## src/rtl/spi_pkg.sv

```systemverilog
// Shared SPI frame definitions used by the frame controller and the peripheral side.
// Frame layout is {word0, word1, word2}, MSB of word0 transmitted first.
package spi_pkg;

  localparam int FRAME_W   = 48;
  localparam int WORD_W    = 16;
  localparam int N_WORDS   = 3;
  localparam int BIT_CNT_W = 6;

  localparam logic [BIT_CNT_W-1:0] LAST_BIT = 6'd47;

  typedef enum logic [1:0] {
    IDLE  = 2'd0,
    SETUP = 2'd1,
    SHIFT = 2'd2,
    HOLD  = 2'd3
  } spi_state_t;

  // Counter width for a terminal count of n-1, never narrower than one bit.
  function automatic int cnt_width(input int n);
    return (n > 1) ? $clog2(n) : 1;
  endfunction

endpackage

```

## src/rtl/spi_sclk_divider.sv

```systemverilog
// Generates the idle-low SPI clock from clk while run is high, with one-cycle
// rise/fall strobes asserted in the cycle whose closing edge updates sclk.
module spi_sclk_divider
  import spi_pkg::*;
#(
  parameter int CLK_DIV = 4
) (
  input  logic clk,
  input  logic reset,
  input  logic run,
  output logic sclk,
  output logic rise,
  output logic fall
);

  localparam int DIV_W = cnt_width(CLK_DIV);
  localparam logic [DIV_W-1:0] DIV_LAST = DIV_W'(CLK_DIV - 1);

  logic [DIV_W-1:0] cnt_q, cnt_d;
  logic             sclk_q, sclk_d;
  logic             half_done;

  assign half_done = run && (cnt_q == DIV_LAST);
  assign rise      = half_done && !sclk_q;
  assign fall      = half_done && sclk_q;
  assign sclk      = sclk_q;

  always_comb begin
    cnt_d  = cnt_q;
    sclk_d = sclk_q;
    if (!run) begin
      cnt_d  = '0;
      sclk_d = 1'b0;
    end else if (half_done) begin
      cnt_d  = '0;
      sclk_d = !sclk_q;
    end else begin
      cnt_d  = cnt_q + DIV_W'(1);
    end
  end

  always_ff @(posedge clk) begin
    if (reset) begin
      cnt_q  <= '0;
      sclk_q <= 1'b0;
    end else begin
      cnt_q  <= cnt_d;
      sclk_q <= sclk_d;
    end
  end

endmodule

```

## src/rtl/spi_frame_controller.sv

```systemverilog
// Mode-0 SPI master sending one 48-bit frame per valid/ready handshake and
// capturing sdi full-duplex; rx_data/rx_valid update when cs_n returns high.
module spi_frame_controller
  import spi_pkg::*;
#(
  parameter int CLK_DIV  = 4,
  parameter int CS_SETUP = 2,
  parameter int CS_HOLD  = 2
) (
  input  logic               clk,
  input  logic               reset,
  input  logic               tx_valid,
  output logic               tx_ready,
  input  logic [FRAME_W-1:0] tx_data,
  output logic [FRAME_W-1:0] rx_data,
  output logic               rx_valid,
  output logic               busy,
  output logic               sclk,
  output logic               sdo,
  input  logic               sdi,
  output logic               cs_n
);

  localparam int WAIT_MAX = (CS_SETUP > CS_HOLD) ? CS_SETUP : CS_HOLD;
  localparam int WAIT_W   = cnt_width(WAIT_MAX);
  localparam logic [WAIT_W-1:0] SETUP_LAST = WAIT_W'(CS_SETUP - 1);
  localparam logic [WAIT_W-1:0] HOLD_LAST  = WAIT_W'(CS_HOLD - 1);

  spi_state_t           state_q, state_d;
  logic [FRAME_W-1:0]   tx_sr_q, tx_sr_d;
  logic [FRAME_W-1:0]   rx_sr_q, rx_sr_d;
  logic [FRAME_W-1:0]   rx_data_q, rx_data_d;
  logic                 rx_valid_q, rx_valid_d;
  logic [BIT_CNT_W-1:0] bit_cnt_q, bit_cnt_d;
  logic [WAIT_W-1:0]    wait_cnt_q, wait_cnt_d;
  logic                 cs_n_q, cs_n_d;
  logic                 sdo_q, sdo_d;

  logic shift_run;
  logic sclk_rise;
  logic sclk_fall;

  assign shift_run = (state_q == SHIFT);

  spi_sclk_divider #(
    .CLK_DIV(CLK_DIV)
  ) u_sclk_divider (
    .clk  (clk),
    .reset(reset),
    .run  (shift_run),
    .sclk (sclk),
    .rise (sclk_rise),
    .fall (sclk_fall)
  );

  assign tx_ready = (state_q == IDLE);
  assign busy     = !tx_ready;
  assign rx_data  = rx_data_q;
  assign rx_valid = rx_valid_q;
  assign cs_n     = cs_n_q;
  assign sdo      = sdo_q;

  always_comb begin
    state_d    = state_q;
    tx_sr_d    = tx_sr_q;
    rx_sr_d    = rx_sr_q;
    rx_data_d  = rx_data_q;
    rx_valid_d = 1'b0;
    bit_cnt_d  = bit_cnt_q;
    wait_cnt_d = wait_cnt_q;
    cs_n_d     = cs_n_q;
    sdo_d      = sdo_q;

    case (state_q)
      IDLE: begin
        cs_n_d = 1'b1;
        sdo_d  = 1'b0;
        if (tx_valid) begin
          state_d    = SETUP;
          tx_sr_d    = tx_data;
          rx_sr_d    = '0;
          bit_cnt_d  = '0;
          wait_cnt_d = '0;
          cs_n_d     = 1'b0;
          sdo_d      = tx_data[FRAME_W-1];
        end else begin
          state_d = IDLE;
        end
      end
      SETUP: begin
        if (wait_cnt_q == SETUP_LAST) begin
          state_d    = SHIFT;
          wait_cnt_d = '0;
        end else begin
          wait_cnt_d = wait_cnt_q + WAIT_W'(1);
        end
      end
      SHIFT: begin
        if (sclk_rise) begin
          rx_sr_d = {rx_sr_q[FRAME_W-2:0], sdi};
        end else begin
          rx_sr_d = rx_sr_q;
        end
        // Rotation keeps the register fully used; only the MSB ever reaches sdo.
        if (sclk_fall) begin
          if (bit_cnt_q == LAST_BIT) begin
            state_d    = HOLD;
            wait_cnt_d = '0;
          end else begin
            tx_sr_d   = {tx_sr_q[FRAME_W-2:0], tx_sr_q[FRAME_W-1]};
            sdo_d     = tx_sr_q[FRAME_W-2];
            bit_cnt_d = bit_cnt_q + BIT_CNT_W'(1);
          end
        end else begin
          state_d = SHIFT;
        end
      end
      HOLD: begin
        if (wait_cnt_q == HOLD_LAST) begin
          state_d    = IDLE;
          cs_n_d     = 1'b1;
          sdo_d      = 1'b0;
          rx_data_d  = rx_sr_q;
          rx_valid_d = 1'b1;
        end else begin
          wait_cnt_d = wait_cnt_q + WAIT_W'(1);
        end
      end
      default: begin
        state_d = IDLE;
        cs_n_d  = 1'b1;
        sdo_d   = 1'b0;
      end
    endcase
  end

  // An aborted frame must not disturb the last good rx_data; an idle reset clears it.
  always_ff @(posedge clk) begin
    if (reset) begin
      state_q    <= IDLE;
      tx_sr_q    <= '0;
      rx_sr_q    <= '0;
      rx_valid_q <= 1'b0;
      bit_cnt_q  <= '0;
      wait_cnt_q <= '0;
      cs_n_q     <= 1'b1;
      sdo_q      <= 1'b0;
      if (state_q == IDLE) begin
        rx_data_q <= '0;
      end
    end else begin
      state_q    <= state_d;
      tx_sr_q    <= tx_sr_d;
      rx_sr_q    <= rx_sr_d;
      rx_data_q  <= rx_data_d;
      rx_valid_q <= rx_valid_d;
      bit_cnt_q  <= bit_cnt_d;
      wait_cnt_q <= wait_cnt_d;
      cs_n_q     <= cs_n_d;
      sdo_q      <= sdo_d;
    end
  end

endmodule

```

## config.mk

```make
export PLATFORM = sky130hd
export DESIGN_NAME = spi_frame_controller
export DESIGN_NICKNAME = d
export VERILOG_FILES = /design/src/rtl/spi_pkg.sv /design/src/rtl/spi_sclk_divider.sv /design/src/rtl/spi_frame_controller.sv
export SDC_FILE = /design/constraint.sdc
export NUM_CORES = 1
export LEC_CHECK = 0
export CAP_MARGIN = 10
export CORE_MARGIN = 2
export CORE_UTILIZATION = 40
export DETAILED_ROUTE_END_ITERATION = 7
export PLACE_DENSITY_LB_ADDON = 0.12
export SLEW_MARGIN = 20
export SYNTH_ARGS = -nofsm -noshare
export SYNTH_HDL_FRONTEND = slang
export SYNTH_HIERARCHICAL = 1
export SYNTH_SLANG_ARGS = --single-unit
```

## constraint.sdc

```tcl
create_clock -name clk -period 3.2 [get_ports clk]
set_input_delay 0.48 -clock clk [delete_from_list [all_inputs] [get_ports clk]]
set_output_delay 0.48 -clock clk [all_outputs]
set_load 0.02 [all_outputs]
```

==> results.tsv <==
metric	value	unit
run_status	finished, final reports clean	
synth_mux_area_share	7.56	%
most_used_cells_in_the_layout_excluding_fill_and_tap_cells	sky130_fd_sc_hd__dfxtp_1 (111), sky130_fd_sc_hd__clkdlybuf4s50_1 (104), sky130_fd_sc_hd__nand2_1 (59), sky130_fd_sc_hd__inv_1 (54), sky130_fd_sc_hd__nor2_1 (54)	
detailedRoute.firstPassIterationCount	6	
post_synth_and_or_nand_nor_area_fraction	13.0	%
rr_worst_depth	8	
regToRegEndpoint	tx_sr_q[6]	
synth_top_family_by_area	compound AO/OA/AOI/OAI gates	
grt_first_pass_wirelength	21200	µm
period_needed	2.52	ns
final_layout_size_suffix_gt1_share	13.6	%
cts.sink_count	159	
total_nets_after_synthesis	693	
dpl.cell_count	924	
finalMaxSlewViolations	0	
worstPathRequired	2.72	ns
number_of_antenna_violations_at_the_first_check_in_global_routing	0	
cp_top_family	buffers and inverters	
ir_drop	0.522	mV
cts_post_setup_buffers_inserted	0	
num-nets-final	782	
synthToLayoutAreaGrowth	27.1	%
timing_worst_setup_path_type	reg -> out	
initial_standard_cell_utilization_of_the_core	40.5	%
synthFlopType	sky130_fd_sc_hd__dfxtp_1	
cp_slowest_stage_delay	0.62	ns
post_synth_xor_area_fraction	0.132	%
max-slew-margin-rel	42.9	%
diodes	0	
multi_input_area	2540	µm²
grt_setup_unrepaired	no	
track_usage	14.8	%
routabilityCongestion	0.771	
ys_seq_elements	159	
seqCellArea	3660	µm²
synth_compound_area_share	15.8	%
cts_buffer_count	17	
layoutNonFillerInstCount	956	
post_cts_gate_resize_count	0	
holdWs	0.308	ns
die_area	17700	µm²
detail_route.iter0.violations	273	
setup.worst_path.start	state_q[1]	
placementRows	47	
most_common_cell_after_layout_fill_and_taps_aside	sky130_fd_sc_hd__dfxtp_1	
synthAdderAreaFrac	1.32	%
synth_area	6650	µm²
wirelength	12500	µm
io_buffers	105	
clock_insertion_delay_worst_skew	0.42	ns
fmax	0.396	GHz
synthArstFlopShare	0	%
floorplan.io_pins	106	
dp.final_hpwl	8280	µm
synthesis.area_per_instance	10.5	µm²
power_per_cell_area	916	nW/µm²
max-clock-path-buffers	2	
worstHoldPathType	in -> reg	
clkTransAtPathRegs	0.06	ns
max-cap-violations	0	
tightest_slew	0.857	ns
grt_start_max_net_pins	67	
yosysUniqueCellTypes	46	
root_buffer	sky130_fd_sc_hd__clkbuf_16	
arrival	2.04	ns
hold_buffers	0	
reg2reg_slack	0.73	ns
setup.worst_path.start_class	flip-flop	
die_h	133	µm
worst-path-max-fanout	9	
final_core_utilization	51.5	%
hold_violations	0	
synth.yosys.warnings	6	
critical-path-top-cell-by-count	sky130_fd_sc_hd__inv_1	
cp-end-kind	primary output	
cellLeakagePower	0.00326	µW
fin_worst_skew	0.00964	ns
grt_remaining_overflow	0	
worst_path_max_delay_cell	sky130_fd_sc_hd__clkdlybuf4s50_1	
finalSetupTns	0	ns
timing.rr.start	state_q[0]	
routed_wire_length_per_instance	13.1	µm
timing.critical_path.cells	inv_1 > ha_1 > inv_1 > clkdlybuf4s50_1	
synth_seq_area_share	55.1	%
cts_tree	built	
core_area	16400	µm²
critPathCapture	busy	
final_antenna_net_count	0	
die-width	133	µm
final.fill_count	1432	
finalSetupViolCount	0	
synthesis.instances	634	
htreeDepth	4	
cp.depth	4	
cp.buffers_inverters	3	
vias_in_the_first_global_route	4460	
routed_via_density	4.90	
drc_errors	0	
number_of_enable_type_register_cells_in_the_synthesized_netlist	48	
final.period_utilization	78.9	%
via_count	4684	
how the worst min path moves through the flow:
stage | start | end | slack [ns] | depth (start not counted)
after floorplan | u_sclk_divider/cnt_q[0] | u_sclk_divider/cnt_q[0] | 0.40 | 1
after global placement | u_sclk_divider/cnt_q[0] | u_sclk_divider/cnt_q[0] | 0.41 | 1
after detailed placement | u_sclk_divider/cnt_q[0] | u_sclk_divider/cnt_q[0] | 0.43 | 1
after CTS | reset | bit_cnt_q[5] | 0.29 | 2
after global routing | reset | wait_cnt_q | 0.30 | 2
final | reset | bit_cnt_q[5] | 0.31 | 2
sequential cells by signal, indices dropped and copies added, names as in the netlist:
name / cells
rx_sr_q: 48
tx_sr_q: 48
rx_data: 48
sdo: 1
state_q: 2
rx_valid: 1
wait_cnt_q: 1
cs_n: 1
u_sclk_divider/cnt_q: 2
bit_cnt_q: 6
u_sclk_divider/sclk: 1
stage by stage:
stage | area (µm²) | setup slack, ns | power [µW]
after floorplan | 6650 | 0.734 | 5110
after global placement | 7880 | 0.800 | 5800
after detailed placement | 7880 | 0.748 | 5890
after CTS | 8460 | 0.630 | 7860
after global routing | 8460 | 0.499 | 8240
final | 8460 | 0.675 | 7750
worst reg2reg max path, stage by stage (launching register included):
cell and delay, ns:
sky130_fd_sc_hd__dfxtp_1 0.34, sky130_fd_sc_hd__inv_1 0.14, sky130_fd_sc_hd__ha_4 0.39, sky130_fd_sc_hd__and3_1 0.34, sky130_fd_sc_hd__nor2b_1 0.13, sky130_fd_sc_hd__a211oi_4 0.36, sky130_fd_sc_hd__buf_12 0.35, sky130_fd_sc_hd__nor2_1 0.13
sky130_fd_sc_hd__a211oi_2 0.21
metal layers:
metal | GRT usage (%) | up-vias | wire length (µm)
met2 | 24.0 | 101 | 5930
li1 | - | 2382 | -
met1 | 18.3 | 2186 | 5620
met3 | 4.71 | 15 | 752
met4 | 5.97 | 0 | 204
met5 | 0 | - | 0
cell families (layout without fill, tap and decap cells):
group           Yosys count  in the layout
buf+inv                 101            203
mux                      49             49
simple gates            191            191
xor+xnor                  1              1
fa+ha+maj                 7              7
flops                   159            159
compound gates          126            126
cell usage after synthesis (7+ instances only):
cell / number / share of area (%)
sky130_fd_sc_hd__mux2i_1: 48 / 7.2
sky130_fd_sc_hd__inv_1: 54 / 3.0
sky130_fd_sc_hd__clkbuf_1: 17 / 0.96
sky130_fd_sc_hd__ha_1: 7 / 1.3
sky130_fd_sc_hd__a211oi_2: 48 / 9.0
sky130_fd_sc_hd__o21ai_0: 51 / 3.8
sky130_fd_sc_hd__buf_2: 12 / 0.90
sky130_fd_sc_hd__buf_6: 9 / 1.5
sky130_fd_sc_hd__nand3_1: 50 / 3.8
sky130_fd_sc_hd__dfxtp_1: 111 / 33
sky130_fd_sc_hd__edfxtp_1: 48 / 22
sky130_fd_sc_hd__nand2_1: 59 / 3.3
sky130_fd_sc_hd__a21oi_1: 9 / 0.68
sky130_fd_sc_hd__nor2_1: 54 / 3.0
report_power, final:
part	internal [µW]	total (µW)	switching, µW
Sequential	2610	2820	214
Clock	1090	1960	861
Combinational	1230	2970	1740
Total	4930	7750	2820
area by class of cell:
class / instances / share of cell area [%]
Sequential cell: 159 / 43.3
Multi-Input combinational cell: 374 / 30.0
Timing Repair Buffer: 116 / 14.1
Clock buffer: 17 / 5.03
Tap cell: 220 / 3.26
Inverter: 55 / 2.44
Clock inverter: 15 / 1.83
No activity file was read; power rests on OpenSTA's default activity.
